$ cat config.mk
export PLATFORM = sky130hd
export DESIGN_NAME = aud_ctrl_multislot_flat
export DESIGN_NICKNAME = d
export VERILOG_FILES = /design/src/rtl/aud_ctrl_multislot_if.sv /design/src/rtl/aud_ctrl_multislot.sv /design/src/flat_wrapper.sv
export SDC_FILE = /design/constraint.sdc
export NUM_CORES = 1
export LEC_CHECK = 0
export BUFFER_PORTS_ARGS = -buffer_cell sky130_fd_sc_hd__buf_2
export CAP_MARGIN = 20
export CORE_MARGIN = 5
export CORE_UTILIZATION = 45
export DETAILED_ROUTE_END_ITERATION = 10
export PLACE_DENSITY = 0.66
export SLEW_MARGIN = 20
export SYNTH_ARGS = -nofsm -noshare
export SYNTH_HDL_FRONTEND = slang
export SYNTH_SLANG_ARGS = --single-unit
$ cat constraint.sdc
create_clock -name i_AUD_BCLK -period 3.3 [get_ports i_AUD_BCLK]
set_clock_uncertainty 0.15 [all_clocks]
set_input_delay 0.165 -clock i_AUD_BCLK [delete_from_list [all_inputs] [get_ports i_AUD_BCLK]]
set_output_delay 0.165 -clock i_AUD_BCLK [all_outputs]
set_load 0.01 [all_outputs]
$ cat src/rtl/aud_ctrl_multislot_if.sv
// Bus bundle between the audio transport controller and its neighbours
// (keys, codec init, recorder, DSP/player, SRAM, status).
//   master : controller side (drives o_*, samples i_*)
//   slave  : environment side (drives i_*, samples o_*)
// Signal names carry the controller's point of view.
interface aud_ctrl_multislot_if #(
  parameter int ADDR_W  = 20,
  parameter int N_SLOTS = 4
);
  localparam int SEL_W   = $clog2(N_SLOTS);
  localparam int SLOT_AW = ADDR_W - SEL_W;

  // keys / mode
  logic               i_key_rec;
  logic               i_key_play;
  logic               i_key_stop;
  logic [SEL_W-1:0]   i_slot_sel;
  logic               i_loop;
  // codec init
  logic               o_i2c_start;
  logic               i_i2c_fin;
  // recorder
  logic               o_rec_start;
  logic               o_rec_pause;
  logic               o_rec_stop;
  logic               i_rec_wr;
  // DSP / player
  logic               o_dsp_start;
  logic               o_dsp_pause;
  logic               o_dsp_stop;
  logic               o_play_en;
  logic [SLOT_AW:0]   i_play_off;
  // SRAM
  logic [ADDR_W-1:0]  o_sram_addr;
  logic               o_sram_we_n;
  // status
  logic [2:0]         o_state;
  logic [SEL_W-1:0]   o_slot;
  logic [SLOT_AW:0]   o_len;
  logic               o_err;

  modport master (
    input  i_key_rec, i_key_play, i_key_stop, i_slot_sel, i_loop,
           i_i2c_fin, i_rec_wr, i_play_off,
    output o_i2c_start, o_rec_start, o_rec_pause, o_rec_stop,
           o_dsp_start, o_dsp_pause, o_dsp_stop, o_play_en,
           o_sram_addr, o_sram_we_n, o_state, o_slot, o_len, o_err
  );

  modport slave (
    output i_key_rec, i_key_play, i_key_stop, i_slot_sel, i_loop,
           i_i2c_fin, i_rec_wr, i_play_off,
    input  o_i2c_start, o_rec_start, o_rec_pause, o_rec_stop,
           o_dsp_start, o_dsp_pause, o_dsp_stop, o_play_en,
           o_sram_addr, o_sram_we_n, o_state, o_slot, o_len, o_err
  );
endinterface

$ cat src/rtl/aud_ctrl_multislot.sv
// Audio transport controller for the WM8731 recorder/player path.
// Sequences codec init, turns key edges into one-cycle recorder/DSP
// commands, generates SRAM addresses for N_SLOTS equal slots and keeps the
// recorded length of every slot. Playback stops or loops at end of take.
// Ports:
//   i_AUD_BCLK : clock (codec bit clock)
//   i_rst_n    : asynchronous reset, active HIGH (legacy name)
//   bus        : aud_ctrl_multislot_if.master -- keys, codec init, recorder,
//                DSP, SRAM and status signals
module aud_ctrl_multislot #(
  parameter int ADDR_W  = 20,
  parameter int N_SLOTS = 4
) (
  input  logic                   i_AUD_BCLK,
  input  logic                   i_rst_n,
  aud_ctrl_multislot_if.master   bus
);
  localparam int SEL_W   = $clog2(N_SLOTS);
  localparam int SLOT_AW = ADDR_W - SEL_W;
  localparam int LEN_W   = SLOT_AW + 1;
  localparam logic [LEN_W-1:0] LAST = {1'b0, {SLOT_AW{1'b1}}};

  typedef enum logic [2:0] {
    S_INIT       = 3'd0,
    S_I2C        = 3'd1,
    S_IDLE       = 3'd2,
    S_RECD       = 3'd3,
    S_RECD_PAUSE = 3'd4,
    S_PLAY       = 3'd5,
    S_PLAY_PAUSE = 3'd6
  } state_e;

  typedef struct packed {
    logic i2c_start;
    logic rec_start;
    logic rec_pause;
    logic rec_stop;
    logic dsp_start;
    logic dsp_pause;
    logic dsp_stop;
    logic err;
  } cmd_t;

  state_e                          state_q, state_d;
  cmd_t                            cmd_q, cmd_d;
  logic [2:0]                      key_d_q;      // {stop, play, rec}
  logic [SEL_W-1:0]                slot_q, slot_d;
  logic [LEN_W-1:0]                wr_cnt_q, wr_cnt_d;
  logic [N_SLOTS-1:0][LEN_W-1:0]   len_q, len_d;
  logic                            play_en_q, play_en_d;
  logic                            we_n_q;

  logic [2:0]       keys, edges;
  logic             stop_e, rec_e, play_e;
  logic             full, eot;
  logic [LEN_W-1:0] cur_len;

  assign keys  = {bus.i_key_stop, bus.i_key_play, bus.i_key_rec};
  assign edges = keys & ~key_d_q;

  // Only the highest-priority edge of a cycle acts: stop > rec > play.
  assign stop_e = edges[2];
  assign rec_e  = edges[0] & ~edges[2];
  assign play_e = edges[1] & ~edges[2] & ~edges[0];

  assign cur_len = len_q[slot_q];
  // Same-cycle compares; the reaction lands one cycle later via the flops.
  assign full    = bus.i_rec_wr && (wr_cnt_q == LAST);
  assign eot     = bus.i_play_off >= cur_len;

  always_comb begin
    state_d   = state_q;
    slot_d    = slot_q;
    wr_cnt_d  = wr_cnt_q;
    len_d     = len_q;
    play_en_d = play_en_q;
    cmd_d     = '0;
    case (state_q)
      S_INIT: begin
        cmd_d.i2c_start = 1'b1;
        state_d         = S_I2C;
      end
      S_I2C: begin
        if (bus.i_i2c_fin) state_d = S_IDLE;
      end
      S_IDLE: begin
        if (rec_e) begin
          slot_d                 = bus.i_slot_sel;
          len_d[bus.i_slot_sel]  = '0;
          wr_cnt_d               = '0;
          cmd_d.rec_start        = 1'b1;
          state_d                = S_RECD;
        end else if (play_e) begin
          slot_d = bus.i_slot_sel;
          if (len_q[bus.i_slot_sel] == '0) begin
            cmd_d.err = 1'b1;
          end else begin
            cmd_d.dsp_start = 1'b1;
            play_en_d       = 1'b1;
            state_d         = S_PLAY;
          end
        end
      end
      S_RECD: begin
        if (bus.i_rec_wr) wr_cnt_d = wr_cnt_q + LEN_W'(1);
        // Stored length includes a write landing in the stopping cycle.
        if (stop_e || full) begin
          cmd_d.rec_stop = 1'b1;
          len_d[slot_q]  = wr_cnt_d;
          state_d        = S_IDLE;
        end else if (rec_e) begin
          cmd_d.rec_pause = 1'b1;
          state_d         = S_RECD_PAUSE;
        end else if (play_e) begin
          cmd_d.err = 1'b1;
        end
      end
      S_RECD_PAUSE: begin
        if (stop_e) begin
          cmd_d.rec_stop = 1'b1;
          len_d[slot_q]  = wr_cnt_q;
          state_d        = S_IDLE;
        end else if (rec_e) begin
          cmd_d.rec_start = 1'b1;
          state_d         = S_RECD;
        end else if (play_e) begin
          cmd_d.err = 1'b1;
        end
      end
      S_PLAY: begin
        if (stop_e || (eot && !bus.i_loop)) begin
          cmd_d.dsp_stop = 1'b1;
          play_en_d      = 1'b0;
          state_d        = S_IDLE;
        end else if (eot) begin
          // loop: restart the DSP in place, player stays enabled
          cmd_d.dsp_stop  = 1'b1;
          cmd_d.dsp_start = 1'b1;
        end else if (rec_e) begin
          cmd_d.err = 1'b1;
        end else if (play_e) begin
          cmd_d.dsp_pause = 1'b1;
          play_en_d       = 1'b0;
          state_d         = S_PLAY_PAUSE;
        end
      end
      S_PLAY_PAUSE: begin
        if (stop_e) begin
          cmd_d.dsp_stop = 1'b1;
          play_en_d      = 1'b0;
          state_d        = S_IDLE;
        end else if (rec_e) begin
          cmd_d.err = 1'b1;
        end else if (play_e) begin
          cmd_d.dsp_start = 1'b1;
          play_en_d       = 1'b1;
          state_d         = S_PLAY;
        end
      end
      default: state_d = S_INIT;
    endcase
  end

  always_ff @(posedge i_AUD_BCLK or posedge i_rst_n) begin
    if (i_rst_n) begin
      state_q   <= S_INIT;
      cmd_q     <= '0;
      key_d_q   <= '0;
      slot_q    <= '0;
      wr_cnt_q  <= '0;
      len_q     <= '0;
      play_en_q <= 1'b0;
      we_n_q    <= 1'b1;
    end else begin
      state_q   <= state_d;
      cmd_q     <= cmd_d;
      key_d_q   <= keys;
      slot_q    <= slot_d;
      wr_cnt_q  <= wr_cnt_d;
      len_q     <= len_d;
      play_en_q <= play_en_d;
      we_n_q    <= (state_d != S_RECD);
    end
  end

  // Record side addresses come straight from flops. In play the DSP owns
  // the offset, so its current value is used as-is under the latched slot
  // (no registering, which would hand it the previous offset's data).
  always_comb begin
    if (state_q == S_RECD || state_q == S_RECD_PAUSE)
      bus.o_sram_addr = {slot_q, wr_cnt_q[SLOT_AW-1:0]};
    else
      bus.o_sram_addr = {slot_q, bus.i_play_off[SLOT_AW-1:0]};
  end

  assign bus.o_i2c_start = cmd_q.i2c_start;
  assign bus.o_rec_start = cmd_q.rec_start;
  assign bus.o_rec_pause = cmd_q.rec_pause;
  assign bus.o_rec_stop  = cmd_q.rec_stop;
  assign bus.o_dsp_start = cmd_q.dsp_start;
  assign bus.o_dsp_pause = cmd_q.dsp_pause;
  assign bus.o_dsp_stop  = cmd_q.dsp_stop;
  assign bus.o_err       = cmd_q.err;
  assign bus.o_play_en   = play_en_q;
  assign bus.o_sram_we_n = we_n_q;
  assign bus.o_state     = state_q;
  assign bus.o_slot      = slot_q;
  assign bus.o_len       = cur_len;
endmodule

$ cat src/flat_wrapper.sv
// flat-port wrapper written by rule: the top's interface ports become plain ports
module aud_ctrl_multislot_flat 
#(
  parameter int ADDR_W  = 20,
  parameter int N_SLOTS = 4
)
  (i_AUD_BCLK, i_rst_n, bus_i_key_rec, bus_i_key_play, bus_i_key_stop, bus_i_slot_sel, bus_i_loop, bus_i_i2c_fin, bus_i_rec_wr, bus_i_play_off, bus_o_i2c_start, bus_o_rec_start, bus_o_rec_pause, bus_o_rec_stop, bus_o_dsp_start, bus_o_dsp_pause, bus_o_dsp_stop, bus_o_play_en, bus_o_sram_addr, bus_o_sram_we_n, bus_o_state, bus_o_slot, bus_o_len, bus_o_err);
  aud_ctrl_multislot_if #(.ADDR_W(ADDR_W), .N_SLOTS(N_SLOTS)) bus_i ();
  input  logic i_AUD_BCLK;
  input  logic i_rst_n;
  input wire logic [$bits(bus_i.i_key_rec)-1:0] bus_i_key_rec;
  input wire logic [$bits(bus_i.i_key_play)-1:0] bus_i_key_play;
  input wire logic [$bits(bus_i.i_key_stop)-1:0] bus_i_key_stop;
  input wire logic [$bits(bus_i.i_slot_sel)-1:0] bus_i_slot_sel;
  input wire logic [$bits(bus_i.i_loop)-1:0] bus_i_loop;
  input wire logic [$bits(bus_i.i_i2c_fin)-1:0] bus_i_i2c_fin;
  input wire logic [$bits(bus_i.i_rec_wr)-1:0] bus_i_rec_wr;
  input wire logic [$bits(bus_i.i_play_off)-1:0] bus_i_play_off;
  output wire logic [$bits(bus_i.o_i2c_start)-1:0] bus_o_i2c_start;
  output wire logic [$bits(bus_i.o_rec_start)-1:0] bus_o_rec_start;
  output wire logic [$bits(bus_i.o_rec_pause)-1:0] bus_o_rec_pause;
  output wire logic [$bits(bus_i.o_rec_stop)-1:0] bus_o_rec_stop;
  output wire logic [$bits(bus_i.o_dsp_start)-1:0] bus_o_dsp_start;
  output wire logic [$bits(bus_i.o_dsp_pause)-1:0] bus_o_dsp_pause;
  output wire logic [$bits(bus_i.o_dsp_stop)-1:0] bus_o_dsp_stop;
  output wire logic [$bits(bus_i.o_play_en)-1:0] bus_o_play_en;
  output wire logic [$bits(bus_i.o_sram_addr)-1:0] bus_o_sram_addr;
  output wire logic [$bits(bus_i.o_sram_we_n)-1:0] bus_o_sram_we_n;
  output wire logic [$bits(bus_i.o_state)-1:0] bus_o_state;
  output wire logic [$bits(bus_i.o_slot)-1:0] bus_o_slot;
  output wire logic [$bits(bus_i.o_len)-1:0] bus_o_len;
  output wire logic [$bits(bus_i.o_err)-1:0] bus_o_err;
  assign bus_i.i_key_rec = bus_i_key_rec;
  assign bus_i.i_key_play = bus_i_key_play;
  assign bus_i.i_key_stop = bus_i_key_stop;
  assign bus_i.i_slot_sel = bus_i_slot_sel;
  assign bus_i.i_loop = bus_i_loop;
  assign bus_i.i_i2c_fin = bus_i_i2c_fin;
  assign bus_i.i_rec_wr = bus_i_rec_wr;
  assign bus_i.i_play_off = bus_i_play_off;
  assign bus_o_i2c_start = bus_i.o_i2c_start;
  assign bus_o_rec_start = bus_i.o_rec_start;
  assign bus_o_rec_pause = bus_i.o_rec_pause;
  assign bus_o_rec_stop = bus_i.o_rec_stop;
  assign bus_o_dsp_start = bus_i.o_dsp_start;
  assign bus_o_dsp_pause = bus_i.o_dsp_pause;
  assign bus_o_dsp_stop = bus_i.o_dsp_stop;
  assign bus_o_play_en = bus_i.o_play_en;
  assign bus_o_sram_addr = bus_i.o_sram_addr;
  assign bus_o_sram_we_n = bus_i.o_sram_we_n;
  assign bus_o_state = bus_i.o_state;
  assign bus_o_slot = bus_i.o_slot;
  assign bus_o_len = bus_i.o_len;
  assign bus_o_err = bus_i.o_err;
  aud_ctrl_multislot #(.ADDR_W(ADDR_W), .N_SLOTS(N_SLOTS)) u_core (.i_AUD_BCLK(i_AUD_BCLK), .i_rst_n(i_rst_n), .bus(bus_i));
endmodule
## After elaboration in Yosys (flattened, before gate mapping)

Index checks and enable logic that the tools add are counted.

- Word-level logic and storage cells: 147
- Register bits: 113

- Order comparisons: 5
- Equal/unequal tests: 19
- Mux-type cells: 77
- Bitwise logic cells: 9
- Reduce and logical (&&, ||, !) cells: 18
- Add/subtract/negate cells: 1

Operators with widths:

| operator | number |
|---|---|
| two-way mux 76 bit | 3 |
| case mux 76 bit (3 select lines) | 1 |
| bitwise mux 76 bit | 2 |
| two-way mux 19 bit | 7 |
| AND 76 bit | 1 |
| binary-select mux 19 bit (select 2 bit) | 2 |
| demux 19 bit (select 2 bit) | 2 |
| NOT 76 bit | 1 |
| two-way mux 3 bit | 15 |
| case mux 19 bit (2 select lines) | 1 |
| two-way mux 1 bit | 33 |
| case mux 3 bit (7 select lines) | 1 |
| adder 19 x 1 -> 19 bit (second input constant) | 1 |
| == test 19 x 18 -> 1 bit (second input constant) | 1 |
| greater-or-equal comparator 19 bit | 1 |
| logical NOT 19 bit | 1 |
| two-way mux 18 bit | 1 |
| == test 3 bit (second input constant) | 3 |
| AND reduction 9 bit | 1 |
| != test 2 x 1 -> 1 bit (second input constant) | 4 |
| == test 3 x 2 -> 1 bit (second input constant) | 2 |
| less-than comparator 2 x 3 -> 1 bit (second input constant) | 2 |
| two-way mux 2 bit | 3 |
| != test 3 x 1 -> 1 bit (second input constant) | 2 |
| 20 further kinds | 38 |

## Depth between registers and ports, before layout

Gate-level depths: netlist (run 1).

- Word-level depth: 11
- Mapped depth: 13

## Least setup slack after synthesis (run 1)

OpenSTA, ideal clock, no wires.

- Kind: register to register
- Start point: register u_core.slot_q[1], in the netlist u_core.bus.o_slot[1]
- End point: register u_core.play_en_q, in the netlist u_core.bus.o_play_en
- Buffers on the path: 2
- Cell stages (with the launch flop): 13
- Slack: -0.376 ns
- Required time: 3.085 ns
- Library setup time: 0.065 ns
- Arrival time: 3.461 ns
- Cells stage by stage: dfrtp_1 > clkbuf_1 > buf_1 > mux4_2 > inv_1 > ha_1 > a21o_1 > nand3_1 > a21oi_1 > o311a_1 > nand2b_1 > a2111oi_0 > or3_1

- Cells in the longest elaborated chain, start to end: 7
- Elaborated cells on any way between the ends: 11
- Those cells by class: order compare: 1; eq/ne: 3; mux: 4; reduce/logical: 3

RTL lines:

| what | line | source |
|---|---|---|
| from (decl) | aud_ctrl_multislot.sv:47 | `logic [SEL_W-1:0] slot_q, slot_d;` |
| from (signal assigned) | aud_ctrl_multislot.sv:178 | `slot_q <= slot_d;` |
| binary-select mux 19 bit (select 2 bit) (*) | aud_ctrl_multislot.sv:66 | `assign cur_len = len_q[slot_q];` |
| two-way mux 19 bit (implied by the code) (*) | aud_ctrl_multislot.sv:66 |  |
| named net bus_o_len[4] | flat_wrapper.sv:31 | `output wire logic [$bits(bus_i.o_len)-1:0] bus_o_len;` |
| greater-or-equal comparator 19 bit (*) | aud_ctrl_multislot.sv:69 | `assign eot = bus.i_play_off >= cur_len;` |
| logical AND 1 bit | aud_ctrl_multislot.sv:131 | `if (stop_e \|\| (eot && !bus.i_loop)) begin` |
| logical OR 1 bit | aud_ctrl_multislot.sv:131 |  |
| != test 3 bit (no line), or another cell as far along | -- |  |
| AND reduction 9 bit (no line) / case mux 1 bit (3 select lines) (equally long branches) | -- |  |
| to (signal assigned) | aud_ctrl_multislot.sv:181 | `play_en_q <= play_en_d;` |
| to (decl) | aud_ctrl_multislot.sv:50 | `logic play_en_q, play_en_d;` |

Mark *: on every way through the listed nets, which the timed path passes. The rest lies on a longest branch. The select of a mux whose other input is x is not followed.
A chain may end at the register's enable or synchronous reset.

## Worst setup path after layout (run 1)

- Start point: register u_core.wr_cnt_q[10]
- End point: register u_core.len_q[8] (netlist name)

- Cells in the longest elaborated chain, start to end: 5

RTL lines:

| what | line | source |
|---|---|---|
| from (decl) | aud_ctrl_multislot.sv:48 | `logic [LEN_W-1:0] wr_cnt_q, wr_cnt_d;` |
| from (signal assigned) | aud_ctrl_multislot.sv:179 | `wr_cnt_q <= wr_cnt_d;` |
| == test 19 x 18 -> 1 bit | aud_ctrl_multislot.sv:68 | `assign full = bus.i_rec_wr && (wr_cnt_q == LAST);` |
| logical AND 1 bit | aud_ctrl_multislot.sv:68 |  |
| logical OR 1 bit | aud_ctrl_multislot.sv:107 | `if (stop_e \|\| full) begin` |
| != test 2 x 1 -> 1 bit (no line) | -- |  |
| AND reduction 4 bit (no line) | -- |  |
| to (signal assigned) | aud_ctrl_multislot.sv:180 | `len_q <= len_d;` |
| to (decl) | aud_ctrl_multislot.sv:49 | `logic [N_SLOTS-1:0][LEN_W-1:0] len_q, len_d;` |

No other way between the ends.

==> results of run 1 <==
[worst paths after layout]
path,endpoint,slack (ns),cells past startpoint
setup / recovery,u_core.len_q[8]$_DFFE_PP0P_,0.20,7
hold / removal,u_core.bus.o_dsp_start$_DFF_PP0_,0.02,4
setup reg to reg,u_core.len_q[8]$_DFFE_PP0P_,0.20,7
hold reg to reg,u_core.len_q[10]$_DFFE_PP0P_,0.37,1
max in group asynchronous,u_core.len_q[4]$_DFFE_PP0P_,1.78,5
min in group asynchronous,u_core.wr_cnt_q[15]$_DFFE_PP0P_,0.24,3
[cells in the mapped netlist (all sizes together) (3+ instances only)]
library cell and n:
o211ai 4, o21a 41, a22o 4, nand4 6
a31oi 10, nand2b 17, a211oi 3, nor2 64
nor2b 8, o22a 3, and4 5, o2bb2ai 21
nor3 8, a2bb2oi 4, o31ai 3, xor2 8
o21ai 88, and3 3, xnor2 3, a21o 23
buf 29, nor4 18, a21boi 5, nand2 146
dfrtp 112, nand3 22, a32o 3, or3 5
o22ai 18, ha 20, mux4 19, clkbuf 34
o21bai 4, a21oi 49, and2 3, inv 27
[flip-flops by register name, summed over array words and instances, names as in the netlist]
name / cells
u_core.bus.o_dsp_stop: 1
u_core.bus.o_state: 3
u_core.bus.o_rec_start: 1
u_core.bus.o_err: 1
u_core.bus.o_dsp_pause: 1
u_core.key_d_q: 3
u_core.bus.o_slot: 2
u_core.bus.o_rec_pause: 1
u_core.bus.o_play_en: 1
u_core.bus.o_i2c_start: 1
u_core.bus.o_dsp_start: 1
u_core.wr_cnt_q: 19
u_core.bus.o_rec_stop: 1
u_core.bus.o_sram_we_n: 1
u_core.len_q: 76
[critical path: stages, from the launching register on]
cell	delay, ns
dfrtp_1	0.58
and4_1	0.42
nand3_1	0.20
or4_4	0.55
o21ba_4	0.29
nor2_4	0.37
a21boi_0	0.18
o21bai_1	0.20
[power breakdown]
part           internal, mW  total [mW]  leakage [nW]  switching (mW)
Combinational          1.68        4.27          2.29            2.59
Sequential             1.80        2.38          1.53           0.579
Clock                  1.32        1.99         0.303           0.670
[timing repair]
item / CTS / global route
resized for setup: 0 / 5
setup endpoints to repair: 0 / 4
hold buffers: 7 / 0
setup buffers: 0 / 0
hold endpoints to repair: 32 / 0
[cells by family (layout without fill, tap and decap cells)]
kind of cell    after synthesis  after routing
mux                          23             23
fa+ha+maj                    20             20
xor+xnor                     11             11
flops                       113            113
buf+inv                      91            199
compound gates              289            289
simple gates                315            315
[cell type report]
class | count | area, µm² | share of cell area
multi-input cells | 658 | 4180 | 0.470
flip-flops and latches | 113 | 2830 | 0.319
repair buffers | 139 | 868 | 0.0977
clock buffers | 23 | 478 | 0.0538
well taps | 216 | 270 | 0.0304
clock inverters | 9 | 154 | 0.0173
inverters | 28 | 109 | 0.0123
[per-stage QoR]
stage | util | std cells | cell area, µm²
floorplan | - | 862 | 7420
global placement | 0.511 | 1147 | 8170
detailed placement | 0.511 | 1147 | 8170
CTS | 0.555 | 1186 | 8870
global route | 0.555 | 1186 | 8890
finish | 0.555 | 1186 | 8890
[metal layers]
| layer | share of wire | vias up |
|---|---|---|
| met5 | 0 | - |
| met4 | 0.030 | 0 |
| met3 | 0.14 | 79 |
| met2 | 0.43 | 556 |
| met1 | 0.40 | 3546 |
| li1 | - | 3308 |
==> out/summary.txt, run 1 <==
Vias -> 7489
Combinational family with the most area after synthesis -> compound AO/OA/AOI/OAI gates
Critical Path AT -> 3.24 ns
# IOs -> 83
Clock slew at reported path FFs -> 0.06 ns
CTS tree -> done
Post-Synth Simple-Gate Area -> 0.197
Final hold violation count -> 0
Min Hold Slack -> 0.0233 ns
Post-Synth XOR/XNOR Area -> 0.0130
First-pass GRT wire length -> 42.8 mm
PortBufs -> 82
H-tree levels -> 4
Top Usage Layer GRT -> met2
Post-synthesis compound-gate area fraction -> 0.255
Routed wire per std cell -> 23.3 µm
Final WL -> 27.7 mm
Critical Path End Type -> flip-flop
Nets -> 1006
Synthesis-to-layout area growth -> 20.0%
ANT nets after route -> 0
Number of global-route vias before repair -> 6935
Ant. Diodes -> 0
Die Wd -> 138 µm
Gr usage total -> 0.287
Syn nets -> 911
Hold Path Origin -> bus_i_loop
Hold Path Class -> input port to flip-flop
FFs w/ async S/R, synth -> 1.00
Top_reg_cell synth -> dfrtp_1
GR Overflow Total -> 0
Critical-path maximum fanout -> 11
Met2 usage -> 0.425
Post-synthesis sequential area ratio -> 0.382
Adder-Cell Fraction of Synth Area -> 0.0338
Die footprint -> 19100 µm²
Final setup violation count -> 0
Pleak -> 4.12 nW
Crit share post-route -> 0.940
Vias per Instance -> 6.31
GR Util met1 -> 0.404
Synth top area share -> 0.379
Commonest cells after routing, fill and taps aside -> 145 x nand2_1, 110 x dfrtp_1, 82 x buf_2
First-pass DRT Iterations -> 5
Worst slew pin tran -> 0.965 ns
Final HPWL DP -> 20.2 mm
TNS Setup -> 0 ns
Num CTS Buffers -> 17
Max-Cap Viols -> 0
Worst slew margin -> 0.357
Core area -> 16000 µm²
Peak supply drop -> 0.000488 V
Mapped Area -> 7400 µm²
Seq cells post-synth -> 113
Pwr/cell area -> 973 nW/µm²
Met3 usage -> 0.0817
Setup Crit Path Kind -> flip-flop to flip-flop
Clk_lat worst skew -> 0.42 ns
Area leader, netlist -> dfrtp_1
Filler instances -> 1459
Outcome -> completed
Number of synthesized flops with an enable pin -> 0
Origin of the critical flop-to-flop path -> u_core.wr_cnt_q[10]$_DFFE_PP0P_
Worst setup path start -> u_core.wr_cnt_q[10]$_DFFE_PP0P_
RD Place Congestion -> 0.980
Distinct cells, synth -> 65
Initial antenna violation count -> 0
Min Tclk post-route -> 3.10 ns
Largest net degree at the start of global routing -> 60
Clock Sinks -> 113
RSZ-0062 raised after global routing -> no
Ratio of cells with drive above 1 in the final layout -> 0.208
Warnings, synthesis -> 0
Root buffer cell -> clkbuf_16
Post-place setup slack -> 0.0731 ns
Die Y -> 138 µm
DRC Markers -> 0
Cells after Synth -> 862
Post-synthesis mux area share -> 0.0635
CP Launch Type -> flip-flop
Most common cell after layout, fill and taps aside -> nand2_1
Slew Viols, Final -> 0
Initial Util -> 0.463
FP Rows -> 46
Setup ws final -> 0.196 ns
Starting DRT DRC Count -> 947
Total power -> 8.64 mW
Syn_area_per_cell -> 8.59 µm²
CTS max path bufs -> 2
F_max -> 322 MHz
Top post-synthesis cells by area -> dfrtp_1 38%, nand2_1 7.4%, mux4_2 5.8%
Critical Path RT -> 3.44 ns
Power figures use the tool's default switching activity.
==> run 2: changes to the inputs <==
--- a/config.mk
+++ b/config.mk
@@ -9,9 +9,12 @@
 export CAP_MARGIN = 20
 export CORE_MARGIN = 5
 export CORE_UTILIZATION = 45
+export CTS_BUF_LIST = sky130_fd_sc_hd__clkbuf_8
 export DETAILED_ROUTE_END_ITERATION = 10
+export GPL_TIMING_DRIVEN = 0
 export PLACE_DENSITY = 0.66
 export SLEW_MARGIN = 20
 export SYNTH_ARGS = -nofsm -noshare
 export SYNTH_HDL_FRONTEND = slang
 export SYNTH_SLANG_ARGS = --single-unit
+export TNS_END_PERCENT = 20
==> out/summary.txt, run 2 (same netlist as run 1, synthesis figures left out) <==
Outcome -> finished with violations
Failing checks -> setup timing
Vias per Instance -> 6.14
F_max -> 300 MHz
Vias -> 7456
Commonest cells after routing, fill and taps aside -> 145 x nand2_1, 112 x dfrtp_1, 95 x buf_2
Fin area -> 8870 µm²
Worst slew margin -> 0.394
Origin of the critical flop-to-flop path -> u_core.bus.o_state[0]$_DFF_PP0_
Number of global-route vias before repair -> 6944
RSZ-0062 raised after global routing -> yes
FP Rows -> 46
Clock power share -> 0.174
H-tree levels -> 4
Comb pwr share -> 0.547
CP Launch Type -> flip-flop
Synthesis-to-layout area growth -> 19.7%
Most common cell after layout, fill and taps aside -> nand2_1
Die footprint -> 19100 µm²
GR Overflow Total -> 0
ANT nets after route -> 0
Critical Path End Type -> flip-flop
Pwr/cell area -> 922 nW/µm²
Top reg by flops -> u_core.len_q
Final hold violation count -> 0
Max-Cap Viols -> 0
First-pass GRT wire length -> 41.4 mm
Placed cell area -> 8170 µm²
Slew Viols, Final -> 0
Min Tclk post-route -> 3.33 ns
Critical Path AT -> 3.55 ns
PortBufs -> 82
Clk_lat worst skew -> 0.48 ns
Total internal power -> 4.33 mW
Initial Util -> 0.463
Starting DRT DRC Count -> 1114
Final WL -> 26.9 mm
Setup Crit Path Kind -> flip-flop to flip-flop
Post-Place Cells -> 1164
Sw frac -> 0.470
RD Place Congestion -> 0.995
Peak supply drop -> 0.000352 V
Final non-filler cell total -> 1214
Die Wd -> 138 µm
Final setup violation count -> 2
Critical-path maximum fanout -> 10
# IOs -> 83
CTS max path bufs -> 2
Final HPWL DP -> 20.6 mm
Routed wire per std cell -> 22.2 µm
Largest regs -> u_core.len_q: 76 flops, u_core.wr_cnt_q: 19 flops
Setup ws final -> -0.0322 ns
Pleak -> 4.09 nW
Num CTS Buffers -> 17
Hold Path Class -> input port to async pin
Ant. Diodes -> 0
Initial antenna violation count -> 0
Switching power -> 3.85 mW
CTS tree -> done
Core area -> 16000 µm²
Gr usage total -> 0.279
First-pass DRT Iterations -> 5
Crit share post-route -> 1.01
Register share of total power -> 0.279
Nets -> 1034
Critical Path RT -> 3.52 ns
Clock Sinks -> 113
Worst setup path start -> u_core.bus.o_state[0]$_DFF_PP0_
Clock slew at reported path FFs -> 0.08 ns
Largest net degree at the start of global routing -> 33
Ratio of cells with drive above 1 in the final layout -> 0.207
Max reg flops -> 76
Die Y -> 138 µm
DRC Markers -> 0
Filler instances -> 1516
Root buffer cell -> clkbuf_8
Worst slew pin tran -> 0.899 ns
[run 2: metrics by stage]
step	setup TNS [ns]	utilization	hold slack [ns]	total power [mW]	setup slack (ns)
2_1_floorplan	0	-	0.0464	4.95	0.0660
3_3_place_gp	-1.48	0.506	0.143	6.35	-0.383
3_5_place_dp	-1.57	0.511	0.142	6.42	-0.389
4_1_cts	0	0.546	0.121	7.92	0.0118
5_1_grt	-0.709	0.554	0.221	8.62	-0.126
6_report	-0.0506	0.554	0.173	8.17	-0.0322
[run 2: layout make-up]
| type | count | area [µm²] | share of cell area |
|---|---|---|---|
| Inverter | 28 | 109 | 0.0123 |
| Multi-Input combinational cell | 658 | 4230 | 0.477 |
| Clock inverter | 13 | 160 | 0.0181 |
| Sequential cell | 113 | 2830 | 0.319 |
| Buffer | 61 | 350 | 0.0395 |
| Clock buffer | 19 | 262 | 0.0295 |
| Tap cell | 216 | 270 | 0.0305 |
| Timing Repair Buffer | 106 | 654 | 0.0738 |
[run 2: timing repair]
item / 4_1_cts / 5_1_grt
gates resized for setup: 14 / 16
endpoints found under the hold margin: 37 / 0
setup endpoints to repair: 17 / 36
buffers inserted: 2 / 9
hold buffers: 9 / 0
pin swaps: 0 / 3
[run 2: routing by layer]
metal | vias up | wire, µm | GRT usage
met5 | - | 0 | 0
met4 | 0 | 1100 | 0.124
met3 | 93 | 2760 | 0.0597
met2 | 470 | 11500 | 0.413
met1 | 3537 | 11600 | 0.396
li1 | 3356 | - | -
[run 2: path summary, 6_finish.rpt]
kind / endpoint / slack, ns / cells after the start
max in group asynchronous: u_core.len_q[9]$_DFFE_PP0P_ / 2.06 / 5
min in group i_AUD_BCLK: u_core.bus.o_dsp_pause$_DFF_PP0_ / 0.19 / 6
worst max register to register: u_core.len_q[57]$_DFFE_PP0P_ / -0.03 / 8
worst min-delay path: u_core.wr_cnt_q[2]$_DFFE_PP0P_ / 0.17 / 3
worst max-delay path: u_core.len_q[57]$_DFFE_PP0P_ / -0.03 / 8
worst min register to register: u_core.len_q[21]$_DFFE_PP0P_ / 0.38 / 1
[run 2: critical path: stages (launching register included)]
cell	delay, ns
dfrtp_1	0.34
clkbuf_1	0.28
nand2b_1	0.15
clkbuf_1	0.40
nand2_1	0.33
a21oi_1	0.46
clkbuf_1	0.64
a21oi_1	0.19
a22o_1	0.28
[run 2: power groups by stage]
stage	registers (mW)	logic [mW]	clock network, mW
finish	2.28	4.47	1.42
global route	2.30	4.83	1.49
CTS	2.23	4.25	1.43
detailed placement	2.26	4.16	0
global placement	2.26	4.09	0
floorplan	2.10	2.85	0
